File: src/rtl/cache_ram_arbiter_pkg.sv
// Shared definitions for the cache/RAM-interface arbiter: FSM encoding, master indices, default widths.
// Round-robin arbitration is enabled by defining CACHE_RAM_ARB_RR_EN.
package cache_ram_arbiter_pkg;

    localparam int DEF_ADDR_SIZE      = 13;
    localparam int DEF_CASH_STR_WIDTH = 64;

    localparam logic [1:0] IDLE    = 2'd0;
    localparam logic [1:0] BUSY    = 2'd1;
    localparam logic [1:0] RELEASE = 2'd2;

    typedef enum logic [1:0] {
        ST_IDLE    = IDLE,
        ST_BUSY    = BUSY,
        ST_RELEASE = RELEASE
    } arb_state_t;

    localparam logic M_ICACHE = 1'b0;
    localparam logic M_DCACHE = 1'b1;

endpackage

File: src/rtl/cache_ram_arbiter_pick2.sv
// Combinational two-way pick. With CACHE_RAM_ARB_RR_EN the ptr input names the master preferred
// on a tie; otherwise master 0 always wins ties and ptr is not used.
module arb_pick2
    import cache_ram_arbiter_pkg::*;
(
    input  logic [1:0] req,
    input  logic       ptr,
    output logic       valid,
    output logic       grant
);

`ifndef CACHE_RAM_ARB_RR_EN
    logic unused_ptr_s;
    assign unused_ptr_s = ptr;
`endif

    // Winner selection from the request vector
    always_comb begin
        valid = req[0] | req[1];
        grant = M_ICACHE;
`ifdef CACHE_RAM_ARB_RR_EN
        if (req[0] && req[1]) begin
            grant = ptr;
        end else if (req[1]) begin
            grant = M_DCACHE;
        end else begin
            grant = M_ICACHE;
        end
`else
        if (req[0]) begin
            grant = M_ICACHE;
        end else if (req[1]) begin
            grant = M_DCACHE;
        end else begin
            grant = M_ICACHE;
        end
`endif
    end

endmodule

File: src/rtl/cache_ram_arbiter.sv
// Two-master arbiter (icache = master 0, dcache = master 1) in front of the RAM interface cache port.
// Define CACHE_RAM_ARB_RR_EN for round-robin tie-breaking; default is fixed priority to master 0.
module cache_ram_arbiter
    import cache_ram_arbiter_pkg::*;
#(
    parameter int ADDR_SIZE      = DEF_ADDR_SIZE,
    parameter int CASH_STR_WIDTH = DEF_CASH_STR_WIDTH
)
(
    input  logic                      clk,
    input  logic                      not_reset,
    input  logic                      m0_avalid,
    input  logic                      m0_rnw,
    input  logic [ADDR_SIZE-1:0]      m0_addr,
    input  logic [CASH_STR_WIDTH-1:0] m0_wdata,
    output logic [CASH_STR_WIDTH-1:0] m0_rdata,
    output logic                      m0_ack,
    input  logic                      m1_avalid,
    input  logic                      m1_rnw,
    input  logic [ADDR_SIZE-1:0]      m1_addr,
    input  logic [CASH_STR_WIDTH-1:0] m1_wdata,
    output logic [CASH_STR_WIDTH-1:0] m1_rdata,
    output logic                      m1_ack,
    output logic                      ri_avalid,
    output logic                      ri_rnw,
    output logic [ADDR_SIZE-1:0]      ri_addr,
    output logic [CASH_STR_WIDTH-1:0] ri_wdata,
    input  logic [CASH_STR_WIDTH-1:0] ri_rdata,
    input  logic                      ri_ack
);

    arb_state_t                state_r;
    arb_state_t                state_s;
    logic [1:0]                req_s;
    logic                      pick_valid_s;
    logic                      pick_grant_s;
    logic                      ptr_s;
    logic                      grant_r;
    logic                      ri_avalid_r;
    logic                      ri_rnw_r;
    logic [ADDR_SIZE-1:0]      ri_addr_r;
    logic [CASH_STR_WIDTH-1:0] ri_wdata_r;
    logic [CASH_STR_WIDTH-1:0] m0_rdata_r;
    logic [CASH_STR_WIDTH-1:0] m1_rdata_r;
    logic                      m0_ack_r;
    logic                      m1_ack_r;

    assign req_s = {m1_avalid, m0_avalid};

`ifdef CACHE_RAM_ARB_RR_EN
    logic ptr_r;

    // Tie-break pointer: after each grant the other master becomes preferred
    always_ff @(posedge clk or negedge not_reset) begin
        if (!not_reset) begin
            ptr_r <= M_ICACHE;
        end else if ((state_r == ST_IDLE) && pick_valid_s) begin
            ptr_r <= ~pick_grant_s;
        end else begin
            ptr_r <= ptr_r;
        end
    end

    assign ptr_s = ptr_r;
`else
    assign ptr_s = M_ICACHE;
`endif

    arb_pick2 u_pick (
        .req   (req_s),
        .ptr   (ptr_s),
        .valid (pick_valid_s),
        .grant (pick_grant_s)
    );

    // FSM state register
    always_ff @(posedge clk or negedge not_reset) begin
        if (!not_reset) begin
            state_r <= ST_IDLE;
        end else begin
            state_r <= state_s;
        end
    end

    // FSM next-state logic
    always_comb begin
        state_s = state_r;
        case (state_r)
            ST_IDLE: begin
                if (pick_valid_s) begin
                    state_s = ST_BUSY;
                end else begin
                    state_s = ST_IDLE;
                end
            end
            ST_BUSY: begin
                if (ri_ack) begin
                    state_s = ST_RELEASE;
                end else begin
                    state_s = ST_BUSY;
                end
            end
            ST_RELEASE: state_s = ST_IDLE;
            default:    state_s = ST_IDLE;
        endcase
    end

    // Downstream request latch, read-line capture and completion pulses
    always_ff @(posedge clk or negedge not_reset) begin
        if (!not_reset) begin
            grant_r     <= M_ICACHE;
            ri_avalid_r <= 1'b0;
            ri_rnw_r    <= 1'b1;
            ri_addr_r   <= {ADDR_SIZE{1'b0}};
            ri_wdata_r  <= {CASH_STR_WIDTH{1'b0}};
            m0_rdata_r  <= {CASH_STR_WIDTH{1'b0}};
            m1_rdata_r  <= {CASH_STR_WIDTH{1'b0}};
            m0_ack_r    <= 1'b0;
            m1_ack_r    <= 1'b0;
        end else begin
            m0_ack_r <= 1'b0;
            m1_ack_r <= 1'b0;
            case (state_r)
                ST_IDLE: begin
                    if (pick_valid_s) begin
                        grant_r     <= pick_grant_s;
                        ri_avalid_r <= 1'b1;
                        ri_rnw_r    <= pick_grant_s ? m1_rnw   : m0_rnw;
                        ri_addr_r   <= pick_grant_s ? m1_addr  : m0_addr;
                        ri_wdata_r  <= pick_grant_s ? m1_wdata : m0_wdata;
                    end
                end
                ST_BUSY: begin
                    if (ri_ack) begin
                        ri_avalid_r <= 1'b0;
                        if (grant_r == M_DCACHE) begin
                            m1_ack_r <= 1'b1;
                            if (ri_rnw_r) begin
                                m1_rdata_r <= ri_rdata;
                            end
                        end else begin
                            m0_ack_r <= 1'b1;
                            if (ri_rnw_r) begin
                                m0_rdata_r <= ri_rdata;
                            end
                        end
                    end
                end
                default: begin
                    ri_avalid_r <= ri_avalid_r;
                end
            endcase
        end
    end

    assign ri_avalid = ri_avalid_r;
    assign ri_rnw    = ri_rnw_r;
    assign ri_addr   = ri_addr_r;
    assign ri_wdata  = ri_wdata_r;
    assign m0_rdata  = m0_rdata_r;
    assign m1_rdata  = m1_rdata_r;
    assign m0_ack    = m0_ack_r;
    assign m1_ack    = m1_ack_r;

endmodule
File: config.mk
export PLATFORM = sky130hd
export DESIGN_NAME = cache_ram_arbiter
export DESIGN_NICKNAME = d
export VERILOG_FILES = /design/src/rtl/cache_ram_arbiter_pkg.sv /design/src/rtl/cache_ram_arbiter_pick2.sv /design/src/rtl/cache_ram_arbiter.sv
export SDC_FILE = /design/constraint.sdc
export NUM_CORES = 1
export LEC_CHECK = 0
export CORE_AREA = 2 2 169 171
export DETAILED_ROUTE_END_ITERATION = 6
export DIE_AREA = 0 0 171 173
export HOLD_SLACK_MARGIN = 0.08
export PLACE_DENSITY_LB_ADDON = 0.25
export SYNTH_ARGS = -nofsm -noshare
export SYNTH_HDL_FRONTEND = slang
export SYNTH_SLANG_ARGS = --single-unit
File: constraint.sdc
create_clock -name clk -period 3.9 [get_ports clk]
set_input_delay 0.585 -clock clk [delete_from_list [all_inputs] [get_ports clk]]
set_output_delay 0.585 -clock clk [all_outputs]
set_load 0.1 [all_outputs]
== After elaboration in Yosys (flattened, before gate mapping) ==
Index checks and enable logic that the tools add are counted.

* Equality and inequality tests: 3
* Mux-type cells: 17
* Bitwise logic cells: 2
* Reductions and logical operators: 6

{| class="wikitable"
|+ Operators by type and width
! cell !! number
|-
| $mux W64 || 1
|-
| $mux W13 || 1
|-
| $mux W1 || 12
|-
| $reduce_and A4 Y1 || 2
|-
| $ne A2 B2 Y1 const B || 2
|-
| $pmux W2 S2 || 1
|-
| $reduce_and A3 Y1 || 1
|-
| $eq A2 B1 Y1 const B || 1
|-
| $logic_not A2 Y1 || 1
|-
| $mux W2 || 1
|-
| $pmux W1 S2 || 1
|-
| $reduce_and A2 Y1 || 1
|-
| $reduce_bool A2 Y1 || 1
|-
| $not A1 Y1 || 1
|-
| $or A1 B1 Y1 || 1
|}

* Register bits after elaboration: 212
* Bits of input ports: 225
* Output and inout port bits: 209
* Word-level logic and storage cells: 38

== Depth between registers and ports, before layout ==
Gate-level depths: netlist of run 1.

* Depth in word-level cells: 3
* Depth in mapped cells: 6
* Depth with buffers taken out: 4

== Hierarchy ==
A second synthesis of run 1 with hierarchy kept.

* Cell total of the unflattened synthesis: 628
* Area, all modules: 8,794.7 µm²

{| class="wikitable"
|+ Modules (own cells, without submodules)
! module !! times used !! cells each !! area an instance (µm²) !! seq. area each (µm²)
|-
| cache_ram_arbiter || 1 || 626 || 8,782.2 || 5,306.3
|-
| arb_pick2 || 1 || 2 || 12.5 || 0.0
|}

== Least setup slack after synthesis of run 1 ==
Ideal clock, no wire load.

* Path kind: register to register
* Start point: register ri_rnw_r (netlist: ri_rnw)
* End point: register m0_rdata_r[10] (netlist: m0_rdata[10])
* Library setup time: 0.125 ns
* Arrival: 1.817 ns
* Required time: 3.775 ns
* Slack: 1.958 ns
* Cell stages (with the launch flop): 5
* Buffers on the path: 2
* Clock period less this slack: 1.942 ns
* Path through: dfstp_2 > nor3b_1 > buf_2 > buf_4 > mux2_2

* Cells in the longest elaborated chain, start to end: 1

{| class="wikitable"
|+ Ends and longest elaborated chain
! element !! RTL line !! source
|-
| start: declaration || cache_ram_arbiter.sv:40 || <nowiki>logic ri_rnw_r;</nowiki>
|-
| start signal: assignment || cache_ram_arbiter.sv:128 || <nowiki>ri_rnw_r <= pick_grant_s ? m1_rnw : m0_rnw;</nowiki>
|-
| $reduce_and A4 Y1 (no line) || n/a ||
|-
| end signal: assignment || cache_ram_arbiter.sv:116 || <nowiki>m0_rdata_r <= {CASH_STR_WIDTH{1'b0}};</nowiki>
|-
| end signal: assignment || cache_ram_arbiter.sv:144 || <nowiki>m0_rdata_r <= ri_rdata;</nowiki>
|-
| end: declaration || cache_ram_arbiter.sv:43 || <nowiki>logic [CASH_STR_WIDTH-1:0] m0_rdata_r;</nowiki>
|}

No other way between the ends.
A chain may end at the register's enable or synchronous reset.

== Worst setup path in the final report of run 1 ==
* Start point: register ri_rnw_r (netlist: ri_rnw)
* End point: output port ri_rnw

{| class="wikitable"
|+ RTL lines
! element !! RTL line !! source
|-
| end: declaration || cache_ram_arbiter.sv:25 || <nowiki>output logic ri_rnw,</nowiki>
|}

No word-level cell between the ends.

==> results of run 1 <==
path summary, 6_finish.rpt:
path                               from  slack, ps  cells after the start            to
min in group clk           m1_rdata[15]        490                      1  m1_rdata[15]
hold reg to reg            m1_rdata[15]        490                      1  m1_rdata[15]
max in group asynchronous     not_reset       2860                      2    ri_addr[8]
setup / recovery                 ri_rnw       1060                      1        ri_rnw
hold / removal                not_reset         80                      1  m0_rdata[43]
setup reg to reg             state_r[1]       1820                      5   m1_rdata[5]
cell type report:
type                       count  area [um2]  area share, %
tap                          378         473           3.25
antenna                        2        5.00         0.0344
clock buffer                  39         738           5.08
clock inverter                 6        87.6          0.603
inverter                       1        3.75         0.0258
timing repair buffer         442        4460           30.7
sequential                   212        5310           36.5
multi-input combinational    299        3460           23.8
per-layer routing:
| layer | up-vias | GRT usage (%) | share of wire (%) | routed length, um |
|---|---|---|---|---|
| met1 | 3058 | 20.0 | 37 | 9820 |
| met4 | 0 | 6.18 | 3.5 | 932 |
| met3 | 51 | 5.40 | 8.7 | 2310 |
| li1 | 2827 | - | - | - |
| met5 | - | 0 | 0 | 0 |
| met2 | 266 | 30.8 | 51 | 13400 |
flip-flops by register name, indices dropped and copies added, names as in the netlist, 2 cells and up:
register / count
m0_rdata: 64
m1_rdata: 64
ri_addr: 13
ri_wdata: 64
state_r: 2
cells in the final DEF, fill, tap and decap left out, drive strengths merged, types with 2 or more instances in the layout:
| master | count |
|---|---|
| a21oi | 2 |
| clkbuf | 40 |
| clkinv | 2 |
| nor2 | 2 |
| o21ai | 2 |
| buf | 9 |
| mux2 | 284 |
| diode | 2 |
| bufinv | 2 |
| dfrtp | 211 |
| nand2 | 2 |
| clkdlybuf4s50 | 432 |
| inv | 3 |
Yosys cell counts:
| cell type | number |
|---|---|
| a21oi_1 | 2 |
| and2_1 | 1 |
| buf_2 | 18 |
| buf_4 | 7 |
| buf_6 | 6 |
| dfrtp_1 | 211 |
| dfstp_2 | 1 |
| inv_1 | 1 |
| mux2_1 | 9 |
| mux2_2 | 235 |
| mux2_4 | 40 |
| nand2_1 | 2 |
| nand2b_1 | 1 |
| nand3_4 | 1 |
| nand3b_1 | 1 |
| nor2_1 | 2 |
| nor2b_1 | 1 |
| nor3b_1 | 1 |
| o21a_1 | 1 |
| o21ai_0 | 2 |
through the flow:
step,util [%],instance area (um2),instances
floorplan,-,8960,543
global placement,49.6,13700,1332
detailed placement,49.6,13700,1332
CTS,52.6,14500,1377
global route,52.6,14500,1379
finish,52.6,14500,1379
logic make-up (layout without fill, tap and decap cells):
family | count (synthesis) | after routing | synth area share [%]
AOI/OAI and AO/OA | 5 | 5 | 0.307
buffers and inverters | 32 | 488 | 2.39
DFF | 212 | 212 | 59.2
muxes | 284 | 284 | 37.4
other | 0 | 2 | 0
and+or+nand+nor | 10 | 10 | 0.740
==> impl_metrics.yaml, run 1 <==
setup_path:
  crit_family: "buffers and inverters"
  critPathLaunchType: "flip-flop"
  required_ps: 3310
  endpoint_kind: "output port"
  path_max_fanout: 4
  path_cells: "clkdlybuf4s50_1"
  path_buf_inv: 1
  critPathMaxStageDelay_ps: 1170
  slowest_stage: "clkdlybuf4s50_1"
  critPathArrivalTime_ps: 2260
  crit_type: "reg2out"
clocking:
  cts-htree-levels: 1
  clk_latency_ps: 520
  cts_tree: "yes"
  cts_buffer_depth: 3
  clock_sinks: 212
  cts_buffers: 25
  clk_pin_slew_ps: 60
  cts_hold_buf: 0
  root_buffer: "clkbuf_16"
  cts_setup_buffers: 0
  cts_resized: 0
timing:
  relSlewSlack_pct: 25.3
  setup_viol: 0
  slew_viol_final: 0
  period_share_pct: 72.8
  holdWs_ps: 75.2
  timing.final.ws_setup_ps: 1060
  finClkSkew_ps: 22.9
  setup_tns_ps: 0
  hold_violations: 0
  period_needed_ps: 2840
  max_freq_mhz: 352
  worst_pin_slew_ps: 1120
  grt_setup_unrepaired: "no"
synthesis:
  synth_top_area_share_pct: 58.9
  yosys_register_bits: 212
  yosysSeqAreaShare_pct: 59.2
  syn_inst: 543
  synth.net_count: 768
  synth_area_um2: 8960
  synth.avg_cell_area_um2: 16.5
  synthTopCellsByArea: "dfrtp_1 59%, mux2_2 30%, mux2_4 6.7%, mux2_1 1.1%, buf_2 1.0%"
  ys_warn_count: 0
  synth_cell_type_count: 20
  yosysTopAreaCell: "dfrtp_1"
global_route:
  grt_max_degree: 75
  grt_overflow_total: 0
  grt_util_all_layers_pct: 17.5
  grt_pass1_vias: 6854
  grt_antenna_before_repair: 2
  grt_pass1_wl_mm: 40.4
placement:
  dp_hpwl_mm: 19.3
  port_buffers: 433
  gp_congestion: 0.778
  place_ws_ps: 921
routing:
  drc: 0
  via_per_inst: 4.50
  first_pass_iters: 4
  ant_nets: 0
  wire_per_inst_um: 19.2
  vias: 6202
  dr.first_iter.drc_count: 178
  wirelength_mm: 26.5
layout:
  fill_cells: 2365
  syn2layout_area_growth_pct: 62.1
  drive_gt1_share_pct: 32.7
  nets: 1206
floorplan:
  die_y_um: 173
  initial_utilization_pct: 32.4
  placementRows: 61
  dieArea_um2: 29600
  boundaryPins: 434
  coreArea_um2: 27600
  die_x_um: 171
worst_hold_path:
  hold_path_class: "in2async"
run:
  cap_viol_max_count: 0
outcome:
  status: "finished, final reports clean"
Power of run 1 is not shown: default switching activity piles up to over one toggle a cycle in this logic, so the estimate is an artifact.
==> run 2, diff against run 1 <==
- CORE_AREA: 2 2 169 171 -> 2 2 170 172
- DIE_AREA: 0 0 171 173 -> 0 0 172 174
- clock period: 3.9 -> 2.8 ns (I/O delays scaled with it)
==> run 2 against run 1 <==
Effect of this change:
- register-to-register slack lost 920 ps
- cell area shrank 3.2%
- critical path depth grew 4
- die area grew 1.2%
- routed wire length shrank 0.97%
- worst hold slack gained 390 ps
==> impl_metrics.yaml, run 2 (synthesis results as in run 1) <==
routing:
  vias: 6237
  wire_per_inst_um: 18.9
  wirelength_mm: 26.2
  drc: 0
  via_per_inst: 4.48
  first_pass_iters: 4
  ant_nets: 0
  dr.first_iter.drc_count: 202
timing:
  max_freq_mhz: 524
  period_needed_ps: 1910
  grt_setup_unrepaired: "no"
  setup_viol: 0
  timing.final.ws_setup_ps: 890
  finClkSkew_ps: 14.3
  worst_pin_slew_ps: 582
  hold_violations: 0
  period_share_pct: 68.2
  setup_tns_ps: 0
  relSlewSlack_pct: 61.2
  slew_viol_final: 0
placement:
  place_ws_ps: 383
  gp_congestion: 0.762
  dp_hpwl_mm: 19.3
  post_dp_cell_area_um2: 13300
  port_buffers: 433
  placed_cells: 1344
global_route:
  grt_util_all_layers_pct: 16.9
  grt_pass1_vias: 6706
  grt_antenna_before_repair: 0
  grt_max_degree: 79
  grt_overflow_total: 0
  grt_pass1_wl_mm: 39.4
floorplan:
  coreArea_um2: 28200
  initial_utilization_pct: 31.7
  die_x_um: 172
  dieArea_um2: 29900
  die_y_um: 174
  boundaryPins: 434
  placementRows: 62
clocking:
  root_buffer: "clkbuf_16"
  cts_setup_buffers: 0
  cts_hold_buf: 1
  cts_buffers: 26
  cts_buffer_depth: 3
  clk_latency_ps: 530
  cts_resized: 0
  clock_sinks: 212
  cts-htree-levels: 1
  cts_tree: "yes"
  clk_pin_slew_ps: 60
setup_path:
  required_ps: 3200
  endpoint_kind: "flip-flop"
  crit_type: "in2reg"
  critPathLaunchType: "input pin"
  critPathArrivalTime_ps: 2310
  path_max_fanout: 78
layout:
  final_common_cell: "mux2_2"
  diodes: 0
  instances_no_fill: 1391
  most-common-layout-cells: "235 x mux2_2, 223 x clkdlybuf4s50_1, 217 x buf_4"
  syn2layout_area_growth_pct: 56.9
  fin_area_um2: 14100
  nets: 1214
  drive_gt1_share_pct: 53.7
worst_hold_path:
  hold_path_class: "in2async"
run:
  cap_viol_max_count: 0
outcome:
  status: "finished, final reports clean"
run 2: worst max-delay path, cell delays in order:
cell,delay (ps)
clkdlybuf4s50_1,560
nor2b_4,200
buf_12,360
mux2_2,390
mux2_2,260
run 2: final cells by class:
class	count	area, um2
flip-flops and latches	212	5310
fillers	2523	14200
clock buffers	37	702
well taps	384	480
inverters	1	3.75
clock inverters	9	85.1
repair buffers	449	4030
multi-input cells	299	3460
run 2: through the flow:
step | utilization, % | hold slack [ps]
floorplan | - | 124
global placement | 47.0 | 463
detailed placement | 47.0 | 468
CTS | 49.8 | 465
global route | 49.8 | 497
finish | 49.8 | 462
run 2: routing by layer:
layer / vias up / share of wire (%) / global-route usage, %
met3: 55 / 10 / 6.42
met1: 3067 / 38 / 19.2
li1: 2836 / - / -
met5: - / 0 / 0
met2: 279 / 48 / 28.8
met4: 0 / 3.6 / 5.78
run 2: final timing paths:
kind | slack, ps | cells past startpoint | end | start
worst min register to register | 480 | 2 | ri_avalid | ri_avalid
min in group clk | 480 | 2 | ri_avalid | ri_avalid
max in group asynchronous | 1560 | 3 | ri_rnw | not_reset
worst min-delay path | 460 | 2 | m1_rdata[24] | not_reset
worst max-delay path | 890 | 5 | ri_wdata[52] | m1_avalid
worst max register to register | 900 | 4 | m0_rdata[24] | state_r[1]
Power of run 2 is left out for the same reason.
